==> config.mk <==
export PLATFORM = sky130hd
export DESIGN_NAME = riscv_load_store_unit
export DESIGN_NICKNAME = d
export VERILOG_FILES = /design/src/rtl/riscv_load_store_unit.sv
export SDC_FILE = /design/constraint.sdc
export NUM_CORES = 1
export LEC_CHECK = 0
export CAP_MARGIN = 25
export CORE_ASPECT_RATIO = 1.25
export CORE_MARGIN = 10
export CORE_UTILIZATION = 25
export CTS_CLUSTER_DIAMETER = 150
export DETAILED_ROUTE_END_ITERATION = 8
export PLACE_DENSITY = 0.49
export SKIP_CTS_REPAIR_TIMING = 1
export SYNTH_ARGS = -nofsm -noshare
export SYNTH_HDL_FRONTEND = slang
export SYNTH_SLANG_ARGS = --single-unit
==> constraint.sdc <==
create_clock -name clk -period 3.8 [get_ports clk]
set_input_delay 0.38 -clock clk [delete_from_list [all_inputs] [get_ports clk]]
set_output_delay 0.38 -clock clk [all_outputs]
set_load 0.01 [all_outputs]
==> src/rtl/riscv_load_store_unit.sv <==
// riscv_load_store_unit: RISC-V sub-word load/store adapter over a word-only data port.
// Ports: req_* handshake in, resp_* pulse out, mem_* word-aligned synchronous memory side.
module riscv_load_store_unit #(
  parameter logic [31:0] DATA_START_ADDRESS = 32'h00800000,
  parameter int          DATA_ADDR_BITS     = 13
) (
  input  logic        clk,
  input  logic        rst,
  input  logic        req_valid,
  output logic        req_ready,
  input  logic        req_write,
  input  logic [1:0]  req_size,
  input  logic        req_unsigned,
  input  logic [31:0] req_addr,
  input  logic [31:0] req_wdata,
  output logic        resp_valid,
  output logic        resp_error,
  output logic [31:0] resp_rdata,
  output logic [31:0] mem_addr,
  output logic        mem_read,
  output logic        mem_write,
  output logic [31:0] mem_wdata,
  input  logic [31:0] mem_rdata
);

  localparam logic [1:0] IDLE      = 2'd0;
  localparam logic [1:0] LOAD_DATA = 2'd1;
  localparam logic [1:0] RMW_MERGE = 2'd2;
  localparam logic [1:0] RESP      = 2'd3;

  localparam logic [1:0] SZ_B = 2'b00;
  localparam logic [1:0] SZ_H = 2'b01;
  localparam logic [1:0] SZ_W = 2'b10;

  logic [1:0]  state;
  logic [31:0] addr_q;
  logic [15:0] wdata_q;
  logic [1:0]  size_q;
  logic        uns_q;

  logic        accept;
  logic        in_range;
  logic        size_err;
  logic        req_err;
  logic        is_b;
  logic        is_h;
  logic        is_w;
  logic        need_rd;
  logic        is_sw;

  function automatic logic [31:0] load_ext(
    input logic [31:0] w,
    input logic [1:0]  sz,
    input logic [1:0]  off,
    input logic        uns
  );
    logic [7:0]  b;
    logic [15:0] h;
    logic [31:0] r;
    b = 8'(w >> {off, 3'b000});
    h = off[1] ? w[31:16] : w[15:0];
    r = w;
    unique case (sz)
      SZ_B: r = uns ? {24'b0, b}
                    : {{24{b[7]}}, b};
      SZ_H: r = uns ? {16'b0, h}
                    : {{16{h[15]}}, h};
      default: r = w;
    endcase
    return r;
  endfunction

  // Replace the addressed lane(s) of the old word with store data.
  function automatic logic [31:0] merge(
    input logic [31:0] w,
    input logic [15:0] d,
    input logic [1:0]  sz,
    input logic [1:0]  off
  );
    logic [31:0] m;
    logic [31:0] ds;
    if (sz == SZ_H) begin
      m  = off[1] ? 32'hFFFF0000 : 32'h0000FFFF;
      ds = {2{d}};
    end else begin
      m  = 32'h000000FF << {off, 3'b000};
      ds = {4{d[7:0]}};
    end
    return (w & ~m) | (ds & m);
  endfunction

  assign is_b = (req_size == SZ_B);
  assign is_h = (req_size == SZ_H);
  assign is_w = (req_size == SZ_W);

  assign in_range =
    req_addr[31:DATA_ADDR_BITS] ==
    DATA_START_ADDRESS[31:DATA_ADDR_BITS];

  always_comb begin
    size_err = 1'b1;
    unique case (1'b1)
      is_b:    size_err = 1'b0;
      is_h:    size_err = req_addr[0];
      is_w:    size_err = |req_addr[1:0];
      default: size_err = 1'b1;
    endcase
  end

  assign req_err   = size_err | ~in_range;
  assign req_ready = rst & (state == IDLE);
  assign accept    = req_valid & req_ready;
  assign is_sw     = req_write & is_w;
  // Loads and sub-word stores both start with a read.
  assign need_rd   = ~req_err & ~is_sw;

  always_comb begin
    mem_addr  = {addr_q[31:2], 2'b00};
    mem_read  = 1'b0;
    mem_write = 1'b0;
    mem_wdata = 32'h0;
    unique case (state)
      IDLE: begin
        mem_addr = {req_addr[31:2], 2'b00};
        if (req_valid && !req_err) begin
          if (is_sw) begin
            mem_write = 1'b1;
            mem_wdata = req_wdata;
          end else begin
            mem_read = 1'b1;
          end
        end
      end
      RMW_MERGE: begin
        mem_write = 1'b1;
        mem_wdata = merge(mem_rdata, wdata_q,
                          size_q, addr_q[1:0]);
      end
      default: ;
    endcase
    // Reset kills strobes in the same cycle.
    if (!rst) begin
      mem_read  = 1'b0;
      mem_write = 1'b0;
      mem_wdata = 32'h0;
    end
  end

  always_ff @(posedge clk or negedge rst) begin
    if (!rst) begin
      state      <= IDLE;
      addr_q     <= 32'h0;
      wdata_q    <= 16'h0;
      size_q     <= 2'b00;
      uns_q      <= 1'b0;
      resp_valid <= 1'b0;
      resp_error <= 1'b0;
      resp_rdata <= 32'h0;
    end else begin
      resp_valid <= 1'b0;
      unique case (state)
        IDLE: begin
          if (accept) begin
            addr_q  <= req_addr;
            wdata_q <= req_wdata[15:0];
            size_q  <= req_size;
            uns_q   <= req_unsigned;
            if (req_err) begin
              state      <= RESP;
              resp_valid <= 1'b1;
              resp_error <= 1'b1;
              resp_rdata <= 32'h0;
            end else if (is_sw) begin
              state      <= RESP;
              resp_valid <= 1'b1;
              resp_error <= 1'b0;
              resp_rdata <= 32'h0;
            end else if (need_rd && req_write) begin
              state <= RMW_MERGE;
            end else begin
              state <= LOAD_DATA;
            end
          end
        end
        LOAD_DATA: begin
          state      <= RESP;
          resp_valid <= 1'b1;
          resp_error <= 1'b0;
          resp_rdata <= load_ext(mem_rdata, size_q,
                                 addr_q[1:0], uns_q);
        end
        RMW_MERGE: begin
          state      <= RESP;
          resp_valid <= 1'b1;
          resp_error <= 1'b0;
          resp_rdata <= 32'h0;
        end
        RESP: begin
          state      <= IDLE;
          resp_error <= 1'b0;
          resp_rdata <= 32'h0;
        end
        default: state <= IDLE;
      endcase
    end
  end

endmodule

# After elaboration in Yosys (flattened, before gate mapping)
# Cells that the tools add are included.
[word_totals] ff_bits=87 inputBits=103 word_cells=82
[op_classes] eq_ne=9 shifts=2 n_mux=39 bitwise=12 n_reduce_logical=12
[op_table] op="two-way mux 32 bit" n=14
[op_table] op="case mux 32 bit (2 select lines)" n=2
[op_table] op="case mux 32 bit (3 select lines)" n=1
[op_table] op="AND 32 bit" n=2
[op_table] op="inverter 32 bit" n=1
[op_table] op="OR 32 bit" n=1
[op_table] op="<< shifter 8 x 5 -> 32 bit (first input constant)" n=1
[op_table] op=">> shifter 32 x 5 -> 8 bit" n=1
[op_table] op="equality test 19 x 11 -> 1 bit (second input constant)" n=1
[op_table] op="two-way mux 16 bit" n=1
[op_table] op="two-way mux 1 bit" n=12
[op_table] op="two-way mux 2 bit" n=4
[op_table] op="equality test 2 x 1 -> 1 bit (second input constant)" n=3
[op_table] op="equality test 2 bit (second input constant)" n=3
[op_table] op="zero test 2 bit" n=3
[op_table] op="case mux 1 bit (2 select lines)" n=3
[op_table] op="case mux 2 bit (3 select lines)" n=1
[op_table] op="OR reduction 2 bit" n=3
[op_table] op="AND 1 bit" n=4
[op_table] op="AND reduction 2 bit" n=2
[op_table] op="!= test 3 bit (second input constant)" n=1
[op_table] op="inverter 1 bit" n=3
[op_table] op="case mux 1 bit (3 select lines)" n=1
[op_table] op="OR reduction 3 bit" n=1
[op_table] op="other kinds (4)" n=5

# Depth between registers and ports, before layout
# Gate-level depths: netlist of the first run.
[logic_depth] word_depth=11 mapped_depth=9 depth_no_buf=7

# Worst setup path before layout of the first run
# OpenSTA, ideal clock, no wires.
[synth_timing] path_type="reg2out" start="reg state[0]" end="out mem_wdata[12]" arrival_ns=2.025 t_required_ns=3.420 setup_slack_ns=1.395 path_stages_with_launch=10 cell_sequence="dfrtp_1 inv_1 ha_1 clkbuf_1 nand4_1 nor4_4 and2b_1 buf_4 buf_6 o2bb2ai_1"
[synth_between] elab_chain_len=3 word_cells_on_any_way=4 cone_classes="1 x eq/ne; 2 x mux; 1 x reduce/logical"
[synth_lines] item="start, declared" line_no="35" rtl="logic [1:0] state;"
[synth_lines] item="start signal, assigned" line_no="151" rtl="state <= IDLE;"
[synth_lines] item="start signal, assigned" line_no="169" rtl="state <= RESP;"
[synth_lines] item="start signal, assigned" line_no="174" rtl="state <= RESP;"
[synth_lines] item="equality test 2 bit / zero test 2 bit (equally long branches)" line_no="122" rtl="unique case (state)"
[synth_lines] item="case mux 32 bit (2 select lines) (*)" line_no="122"
[synth_lines] item="two-way mux 32 bit (*)" line_no="142" rtl="if (!rst) begin"
[synth_lines] item="end, declared" line_no="22" rtl="output logic [31:0] mem_wdata,"
# Mark *: on every way between the ends. The rest lies on a longest branch, timed or not.

# Worst setup path in the final report of the first run
[layout_timing] start="reg size_q[1]" end="out mem_wdata[20]"
[layout_between] elab_chain_len=8 word_cells_on_any_way=9 cone_classes="1 x eq/ne; 4 x mux; 4 x bitwise"
[layout_lines] item="start, declared" line_no="38" rtl="logic [1:0] size_q;"
[layout_lines] item="start signal, assigned" line_no="166" rtl="size_q <= req_size;"
[layout_lines] item="equality test 2 x 1 -> 1 bit (*)" line_no="82" rtl="if (sz == SZ_H) begin"
[layout_lines] item="two-way mux 32 bit (*)" line_no="82"
[layout_lines] item="two-way mux 32 bit (*)" line_no="122"
[layout_lines] item="inverter 32 bit" line_no="89" rtl="return (w & ~m) | (ds & m);"
[layout_lines] item="AND 32 bit" line_no="89"
[layout_lines] item="OR 32 bit (*)" line_no="89"
[layout_lines] item="case mux 32 bit (2 select lines) (*)" line_no="122"
[layout_lines] item="two-way mux 32 bit (*)" line_no="142"
# Mark *: on every way between the ends. The rest lies on a longest branch, timed or not. The select of a mux whose other input is x is not followed.

==> reports/metrics.cfg, run 1 <==
[status]
outcome = finished, final reports clean

[worst_setup_path]
crit_family = compound AO/OA/AOI/OAI gates
arrival_ns = 2.98
critical_path.max_stage_delay_ns = 0.67
setup.worst_path.start = size_q[1]$_DFFE_PN0P_
reg2reg_from = state[0]$_DFFE_PN0P_
crit_required_ns = 3.42
crit_slowest_cell = dfrtp_1
path_class = register to primary output
critPathCaptureType = primary output
worstPathCellList = nor2b_1 > o21ai_1 > mux2_2 > a22oi_1 > nor2_1 > clkdlybuf4s50_1
crit_buf_inv = 1
worst_setup_path_start_kind = register
worst-path-max-fanout = 16

[placed_design]
dp_cells = 957
place.gp.congestion = 0.828
dpl_worst_slack_ns = 0.446
numPortBuffers = 201
dp_hpwl_um = 17200

[timing]
rsz0062_at_grt = false
slew_headroom_pct = 37.9
tightest_slew_ns = 0.932
skew_ns = 0.00442
max_freq_mhz = 297
period_needed_ns = 3.36
slew_viol_final = 0
setup_tns_ns = 0
worst_slack_ns = 0.436
setup_viol = 0
finalHoldViolations = 0
fin_crit_sh_pct = 88.5

[die]
die_h_um = 182
rows = 59
ios = 204
start_util_pct = 25.3
core_area_mm2 = 0.0207
die-area_mm2 = 0.0272
die_w_um = 150

[global_routing]
grt_usage_pct = 16.0
antenna_found_initial = 1
grt-ovfl-total = 0
grt_pass1_vias = 5416
grt_max_degree = 70
grt_pass1_wl_um = 33500

[pwr]
comb_power_share_pct = 55.5
powerDensity_mw_per_mm2 = 762
leakage_nw = 3.01
p_clk_share_pct = 16.4
p_switching_mw = 2.36
switching_share_pct = 39.3
sequentialPowerShare_pct = 28.1
ir_worst_vdd_v = 0.000336
intPower_mw = 3.65

[clock_network]
cts_tree = done
clockBufferDepth = 2
insertion_delay_ns = 0.35
cts_max_level = 3
cts-root-buf = clkbuf_16
cts.sinks = 87
numCtsBuffers = 9
path_clk_slew_ns = 0.07

[final_layout]
drive_gt1_share_pct = 20.1
fin_cells = 974
nNetsFinal = 803
syn_to_final_growth_pct = 50.1
antenna_cells = 0
fillers = 2039

[logic_synthesis]
synthFlopType = dfrtp_1
ys_warn_count = 0
syn_inst = 506
seq_area_frac_synth_pct = 41.5
ys_ff_latch = 87
avgSynthCellArea_um2 = 10.4
synth.distinct_cells = 48
synth_enable_flop_cells = 0
synth-async-reset-ratio_pct = 100
synth_area_mm2 = 0.00525

[detailed_routing]
post_drt_wl_per_cell_um = 22.6
antenna_left = 0
route.vias.total = 4992
drc = 0
drtIter0Drc = 286
wirelength_um = 22000
via_per_inst = 5.13
dr.pass1.iters = 6

[flow_run]
maxCapViolations = 0

[hold_path]
hp-class = register to register
hold_path_startpoint = resp_rdata[17]$_DFFE_PN0P_

-- placed cells by master (no fill, tap or decap), drive strengths merged, types with 5 or more instances in the layout --
cell type	n
a21oi	8
a22oi	16
a31oi	10
buf	16
clkbuf	9
clkdlybuf4s50	200
dfrtp	87
ha	5
inv	10
mux2	97
nand2	23
nand3	18
nor2	38
nor3	8
o21ai	39
o221ai	9
o2bb2ai	44
o41ai	7
or3	10
-- path summary, 6_finish.rpt --
path	slack, ns	depth (start not counted)	endpoint
worst max-delay path	0.44	6	mem_wdata[20]
worst min-delay path	0.49	1	resp_rdata[17]$_DFFE_PN0P_
worst max register to register	0.96	9	resp_rdata[26]$_DFFE_PN0P_
worst min register to register	0.49	1	resp_rdata[17]$_DFFE_PN0P_
max in group asynchronous	2.02	3	resp_rdata[10]$_DFFE_PN0P_
min in group asynchronous	0.50	2	wdata_q[4]$_DFFE_PN0P_
-- final cells by class --
cell class	count	area (um^2)	share of cell area, %
multi-input combinational	370	2860	36.3
clock buffer	9	225	2.86
inverter	10	37.5	0.476
tap	274	343	4.35
timing repair buffer	217	2140	27.1
sequential	87	2180	27.6
clock inverter	7	97.6	1.24
-- metal layers --
layer	vias to the layer above	track usage (%)	wire length, um
met5	-	0	13
met4	2	4.21	378
met3	27	6.29	2100
met2	209	27.6	11200
met1	2473	17.7	8380
li1	2281	-	-
-- logic make-up (layout without fill, tap and decap cells) --
kind of cell	Yosys count	count (layout)	share of synthesized area, %
AOI/OAI and AO/OA	149	149	20.6
and+or+nand+nor	115	115	11.3
muxes	99	99	21.2
DFF	87	87	41.5
buffers and inverters	50	243	4.17
adders and majority gates	5	5	1.19
other	1	2	0.0715
-- worst reg2reg max path, stage by stage, from the launching register on --
cell       delay, ns
dfrtp_1         0.37
inv_1           0.10
ha_2            0.31
buf_4           0.34
nand3_2         0.18
buf_4           0.32
inv_1           0.16
a21oi_4         0.54
buf_4           0.32
o2bb2ai_1       0.13
-- sequential cells by signal, indices dropped and copies added, names as in the netlist --
signal      cells
addr_q         32
resp_rdata     32
wdata_q        16
size_q          2
state           2
resp_error      1
resp_valid      1
uns_q           1
-- metrics by stage --
step	hold WS, ns	total power [mW]	util, %	cell area (um^2)
2_1_floorplan	0.0844	3.45	-	5250
3_3_place_gp	0.308	5.01	36.3	7530
3_5_place_dp	0.314	5.06	36.4	7550
4_1_cts	-0.0649	6.08	37.9	7870
5_1_grt	0.519	6.42	38.0	7880
6_report	0.494	6.00	38.0	7880
-- power by group through the flow --
| stage | clock, mW | combinational (mW) | sequential, mW |
|---|---|---|---|
| 6_report | 0.982 | 3.33 | 1.69 |
| 2_1_floorplan | 0 | 1.82 | 1.62 |
| 3_5_place_dp | 0 | 3.36 | 1.70 |
| 4_1_cts | 1.01 | 3.38 | 1.69 |
| 5_1_grt | 1.04 | 3.64 | 1.74 |
| 3_3_place_gp | 0 | 3.32 | 1.69 |
-- cells in the mapped netlist, types with 5 or more instances --
master     instances  area [um^2]
nor3_1             8         40.0
buf_4              5         37.5
clkbuf_1          28          105
or3_1              9         56.3
nand2_1           23         86.3
o41ai_1            7         61.3
o221ai_1           9         78.8
nor2_1            37          139
inv_1             10         37.5
ha_1               5         62.6
o21ai_0           37          185
a22oi_1           16          120
a31oi_1           10         62.6
dfrtp_1           87         2180
mux2_2            97         1090
a21oi_1            7         35.0
o2bb2ai_1         44          385
nand3_1           18         90.1
(Power assumes the default switching activity.)
==> run 2, diff against run 1 <==
CORE_MARGIN = not set   (was 10)
CORE_UTILIZATION = 48   (was 25)
PLACE_DENSITY = 0.85   (was 0.49)
TNS_END_PERCENT = 10   (was not set)
==> run 2 against run 1 <==
  * The run now ends with hold timing left
  * Sequential share of layout area up 0.80 points
  * Cell count down 15%
  * Power down 1.8%
  * First-iteration DRC count up 31%
  * Clock power up 2%
  * Register-to-register slack better by 0.42 ns
  * Die area down 58%
  * Critical path type unchanged
  * Critical endpoint is now mem_wdata[12]
==> reports/metrics.cfg, run 2 (synthesis gave the netlist of run 1 again) <==
[timing]
setup_viol = 0
max_freq_mhz = 284
fin_hold_ws_ns = -0.00802
worst_slack_ns = 0.284
setup_tns_ns = 0
rsz0062_at_grt = false
fin_crit_sh_pct = 92.5
slew_viol_final = 0
period_needed_ns = 3.52
tightest_slew_ns = 0.914
skew_ns = 0.00627
slew_headroom_pct = 38.9
finalHoldViolations = 26

[worst_setup_path]
crit_family = buffers and inverters
crit_buf_inv = 3
worst-path-max-fanout = 35
crit_cells = 8
crit_slowest_cell = clkdlybuf4s50_1
critPathCaptureType = primary output
critical_path.max_stage_delay_ns = 0.58
arrival_ns = 3.14
r2r_cells = 6
path_class = register to primary output
crit_required_ns = 3.42
worstPathCellList = inv_1 > ha_2 > buf_4 > nand4_1 > nor4_4 > and2b_2 > o2bb2ai_1 > clkdlybuf4s50_1
worst_setup_path_start_kind = register

[pwr]
comb_power_share_pct = 54.1
sequentialPowerShare_pct = 28.9
intPower_mw = 3.68
powerDensity_mw_per_mm2 = 770
leakage_nw = 2.99
switching_share_pct = 37.6
p_switching_mw = 2.22
p_clk_share_pct = 16.9
total_power_mw = 5.90
ir_worst_vdd_v = 0.000537

[detailed_routing]
antenna_left = 0
wirelength_um = 17200
dr.pass1.iters = 7
drtIter0Drc = 375
via_per_inst = 6.20
drc = 0
route.vias.total = 5115
post_drt_wl_per_cell_um = 20.9

[clock_network]
clockBufferDepth = 2
cts.sinks = 87
path_clk_slew_ns = 0.06
insertion_delay_ns = 0.34
cts_tree = done
cts_max_level = 3
numCtsBuffers = 9
cts-root-buf = clkbuf_16

[final_layout]
mostFrequentLayoutCells = 200 x clkdlybuf4s50_1, 97 x mux2_2, 87 x dfrtp_1
biggestRegsByFlops = addr_q: 32 flops, resp_rdata: 32 flops, wdata_q: 16 flops
fillers = 798
syn_to_final_growth_pct = 45.9
fin_cells = 825
fin_area_mm2 = 0.00766
antenna_cells = 0
nNetsFinal = 797
fin_util_pct = 72.1
final_common_cell = clkdlybuf4s50_1
drive_gt1_share_pct = 19.3

[placed_design]
dpl_worst_slack_ns = 0.369
dp_hpwl_um = 12800
post_dp_cell_area_mm2 = 0.00733
numPortBuffers = 201
place.gp.congestion = 0.914
dp_cells = 810

[global_routing]
grt_pass1_vias = 5271
grt-ovfl-total = 0
grt_max_degree = 60
grt_pass1_wl_um = 26300
grt_usage_pct = 30.4
antenna_found_initial = 0

[die]
start_util_pct = 49.4
die_w_um = 95.5
rows = 42
ios = 204
die_h_um = 119
core_area_mm2 = 0.0106
die-area_mm2 = 0.0114

[status]
outcome = finished with violations
violations = hold timing

[flow_run]
maxCapViolations = 0

[hold_path]
hp-class = primary input to asynchronous set/reset pin

[run 2: cell types whose count changed in the layout (fill, tap and decap cells not counted), sizes merged]
cell and delta:
clkinvlp -2, dlygate4sd3 -1, clkbuf +2, clkinv -2, buf -5, bufinv +1
[run 2: power by group through the flow]
stage               combinational [mW]  sequential [mW]  clock, mW
global placement                  3.07             1.68          0
global route                      3.40             1.75       1.05
CTS                               3.18             1.70       1.01
detailed placement                3.16             1.71          0
finish                            3.19             1.71      0.998
floorplan                         1.82             1.62          0
[run 2: per-layer routing]
metal	vias to the layer above	global-route usage, %	part of all wire (%)
met2	327	52.7	50
met3	52	7.73	9.9
li1	2286	-	-
met5	-	0	0
met1	2450	34.0	36
met4	0	14.6	4.2
[run 2: path summary, 6_finish.rpt]
path | to | slack, ns | startpoint
setup / recovery | mem_wdata[12] | 0.28 | state[0]$_DFFE_PN0P_
hold / removal | resp_rdata[29]$_DFFE_PN0P_ | -0.008 | rst
setup reg to reg | resp_rdata[3]$_DFFE_PN0P_ | 1.38 | state[0]$_DFFE_PN0P_
hold reg to reg | resp_rdata[22]$_DFFE_PN0P_ | 0.48 | resp_rdata[22]$_DFFE_PN0P_
max in group asynchronous | addr_q[4]$_DFFE_PN0P_ | 2.71 | rst
min in group clk | resp_rdata[22]$_DFFE_PN0P_ | 0.48 | resp_rdata[22]$_DFFE_PN0P_
[run 2: worst register-to-register path: cells and delay by family, from the launching register on]
kind | cells | cell delay (ns)
AOI/OAI and AO/OA | 2 | 0.96
buffers and inverters | 3 | 0.69
DFF | 1 | 0.40
adders and majority gates | 1 | 0.20
[run 2: cell type report]
| cell class | instances | area (um^2) | share of cell area, % |
|---|---|---|---|
| clock buffers | 11 | 233 | 3.04 |
| inverters | 10 | 37.5 | 0.490 |
| clock inverters | 4 | 95.1 | 1.24 |
| repair buffers | 211 | 2080 | 27.2 |
| well taps | 132 | 165 | 2.16 |
| multi-input cells | 370 | 2860 | 37.4 |
| flip-flops and latches | 87 | 2180 | 28.4 |
==> run 3, diff against run 2 <==
CORE_MARGIN = 2   (was not set)
SLEW_MARGIN = 20   (was not set)
==> run 3 against run 2 <==
  * The run now ends clean
  * Die area rose by 3.8%
  * Combinational power barely moved
  * Clock skew fell by 0.0021 ns
  * Flip-flop and latch count stayed put
  * Non-clock buffer count rose by 2
  * Critical path type unchanged
  * Worst hold slack better by 0.49 ns
  * Cell area fell by 0.15%
  * Sequential power about the same
  * Clock power fell by 13%
  * Global-route usage fell by 2.0 points
  * Register-to-register slack got worse by 0.42 ns
  * Count of clock-buffer cells in the layout increased by 2
==> reports/metrics.cfg, run 3 (synthesis gave the netlist of run 1 again) <==
[detailed_routing]
drtIter0Drc = 331
route.vias.total = 5100
antenna_left = 0
wirelength_um = 17300
drc = 0
dr.pass1.iters = 5
via_per_inst = 6.16
post_drt_wl_per_cell_um = 20.9

[clock_network]
cts.sinks = 87
cts-root-buf = clkbuf_16
numCtsBuffers = 9
clockBufferDepth = 2
cts_tree = done
path_clk_slew_ns = 0.06
insertion_delay_ns = 0.34
cts_max_level = 3

[global_routing]
grt_max_degree = 78
antenna_found_initial = 0
grt-ovfl-total = 0
grt_pass1_vias = 5114
grt_usage_pct = 28.4
grt_pass1_wl_um = 26500

[final_layout]
drive_gt1_share_pct = 19.3
fin_area_mm2 = 0.00764
final_common_cell = clkdlybuf4s50_1
fin_cells = 828
mostFrequentLayoutCells = 200 x clkdlybuf4s50_1, 97 x mux2_2, 87 x dfrtp_1
syn_to_final_growth_pct = 45.7
nNetsFinal = 799
fin_util_pct = 72.0
fillers = 808
antenna_cells = 0
biggestRegsByFlops = addr_q: 32 flops, resp_rdata: 32 flops, wdata_q: 16 flops

[timing]
slew_headroom_pct = 38.8
finalHoldViolations = 0
period_needed_ns = 3.45
skew_ns = 0.00415
rsz0062_at_grt = false
setup_viol = 0
slew_viol_final = 0
tightest_slew_ns = 0.916
fin_hold_ws_ns = 0.485
max_freq_mhz = 290
fin_crit_sh_pct = 90.8
setup_tns_ns = 0
worst_slack_ns = 0.350

[hold_path]
hp-class = register to register

[placed_design]
dp_cells = 810
numPortBuffers = 201
dp_hpwl_um = 13100
post_dp_cell_area_mm2 = 0.00733
dpl_worst_slack_ns = 0.389
place.gp.congestion = 0.910

[worst_setup_path]
arrival_ns = 3.07
critical_path.max_stage_delay_ns = 0.56
reg2reg_setup_slack_ns = 0.96
worst-path-max-fanout = 16
worst_setup_path_start_kind = register
path_class = register to primary output
crit_slowest_cell = clkdlybuf4s50_1
critPathCaptureType = primary output
crit_family = simple AND/OR/NAND/NOR gates
worstPathCellList = inv_1 > ha_2 > nand4_1 > nor4_4 > and2b_1 > o2bb2ai_1 > clkdlybuf4s50_1
crit_required_ns = 3.42
crit_buf_inv = 2

[die]
ios = 204
start_util_pct = 49.4
core_area_mm2 = 0.0106
die_w_um = 97.5
rows = 42
die-area_mm2 = 0.0118
die_h_um = 121

[flow_run]
maxCapViolations = 0

[pwr]
ir_worst_vdd_v = 0.000486
total_power_mw = 5.77
leakage_nw = 2.98
powerDensity_mw_per_mm2 = 755

[status]
outcome = finished, final reports clean

-- run 3: layout make-up --
type | count | area, um^2 | area share [%]
repair buffers | 213 | 2110 | 27.7
inverters | 10 | 37.5 | 0.491
clock inverters | 3 | 43.8 | 0.573
clock buffers | 13 | 240 | 3.14
well taps | 132 | 165 | 2.16
flip-flops and latches | 87 | 2180 | 28.5
multi-input cells | 370 | 2870 | 37.5
-- run 3: per-layer routing --
metal / vias to the layer above / track usage (%) / wire length [um]
met3: 57 / 6.85 / 1650
li1: 2286 / - / -
met2: 311 / 48.5 / 8550
met4: 0 / 14.2 / 765
met5: - / 0 / 0
met1: 2446 / 33.3 / 6320
-- run 3: worst reg2reg max path: cells and delay by family, from the launching register on --
family	cells	cell delay (ns)
buf+inv	4	0.84
compound gates	2	0.99
fa+ha+maj	1	0.30
simple gates	1	0.14
flops	1	0.41
-- run 3: report_power, final --
group	internal, mW	switching [mW]	leakage (nW)
combinational	1.69	1.50	1.75
sequential	1.36	0.354	1.10
clock	0.511	0.354	0.138
-- run 3: final timing paths --
kind	cells after the start	startpoint	to
setup / recovery	7	state[1]$_DFFE_PN0P_	mem_wdata[10]
setup reg to reg	8	state[1]$_DFFE_PN0P_	resp_rdata[2]$_DFFE_PN0P_
hold / removal	1	resp_rdata[17]$_DFFE_PN0P_	resp_rdata[17]$_DFFE_PN0P_
hold reg to reg	1	resp_rdata[17]$_DFFE_PN0P_	resp_rdata[17]$_DFFE_PN0P_
min in group asynchronous	2	rst	wdata_q[9]$_DFFE_PN0P_
max in group asynchronous	4	rst	resp_rdata[10]$_DFFE_PN0P_
==> RTL change: new RTL, flow settings as in run 3 <==
Reset style: synchronous (`rst`), changed in one clocked block.
--- a/src/rtl/riscv_load_store_unit.sv
+++ b/src/rtl/riscv_load_store_unit.sv
@@ -146,7 +146,7 @@
     end
   end
 
-  always_ff @(posedge clk or negedge rst) begin
+  always_ff @(posedge clk) begin
     if (!rst) begin
       state      <= IDLE;
       addr_q     <= 32'h0;
Function: differs if rst is asserted again (counterexample within 4 cycles, from zero or initial values and one cycle with rst low); with rst held inactive, the same outputs for 4 cycles.
==> RTL change against run 3 <==
- sequential cell count unchanged
- worst setup slack worse by 0.079 ns
- routed wire length up 3.9%
- critical path depth up 2
- design area up 1.4%
- fmax down 2.2%
- power down 23%
- area after synthesis up 3.5%
==> RTL change: results <==
export IMPL_status="finished, final reports clean"
export IMPL_slew_headroom_pct=34.5
export IMPL_layout_drive_gt1_share_pct=9.74
export IMPL_synth_compound_area_share_pct=21.8
export IMPL_grt_max_degree=53
export IMPL_p_leak_uw=0.00286
export IMPL_grt_pass1_wl_um=28100
export IMPL_bufAreaShareNonClock_pct=27.1
export IMPL_vias=5663
export IMPL_nNonClkBuffers=212
export IMPL_met3WireLength_um=1480
export IMPL_multi_input_area_um2=3430
export IMPL_fin_util_pct=69.9
export IMPL_synth_main_ff_cell="dfxtp_1"
export IMPL_hold_path_cell_count=2
export IMPL_wirelength_um=17900
export IMPL_met2_usage_pct=50.6
export IMPL_area_delta_synth_final_pct=42.8
export IMPL_irDropWorstVdd_uv=387
export IMPL_grt_use_total_pct=28.8
export IMPL_grt_pass1_vias=5569
export IMPL_final_clk_cell_share_pct=3.76
export IMPL_clkbuf_count=11
export IMPL_endpoint="mem_wdata[15]"
export IMPL_synthAdderAreaFrac_pct=1.15
==> RTL change: cell types whose count changed in the layout (fill, tap and decap cells not counted), moves of 47 or more <==
cell,run 3,this run
nand2_1,23,198
dfrtp_1,87,0
dfxtp_1,0,87
a21boi_0,0,51
mux2_2,97,46
mux2i_1,2,49
==> RTL change: critical path: stages (launching register included) <==
cell and delay (ns):
dfxtp_1 0.34, inv_1 0.11, ha_1 0.51, and2_2 0.25, nand4_1 0.15, nor3_4 0.20, buf_4 0.35, nand2_1 0.12
a21oi_1 0.16, clkdlybuf4s50_1 0.60
==> RTL change: power groups by stage <==
stage	combinational (µW)	sequential (µW)	clock (µW)
6_report	2360	1210	876
2_1_floorplan	1430	1230	0
5_1_grt	2550	1230	929
4_1_cts	2370	1210	888
3_3_place_gp	2300	1220	0
3_5_place_dp	2350	1230	0
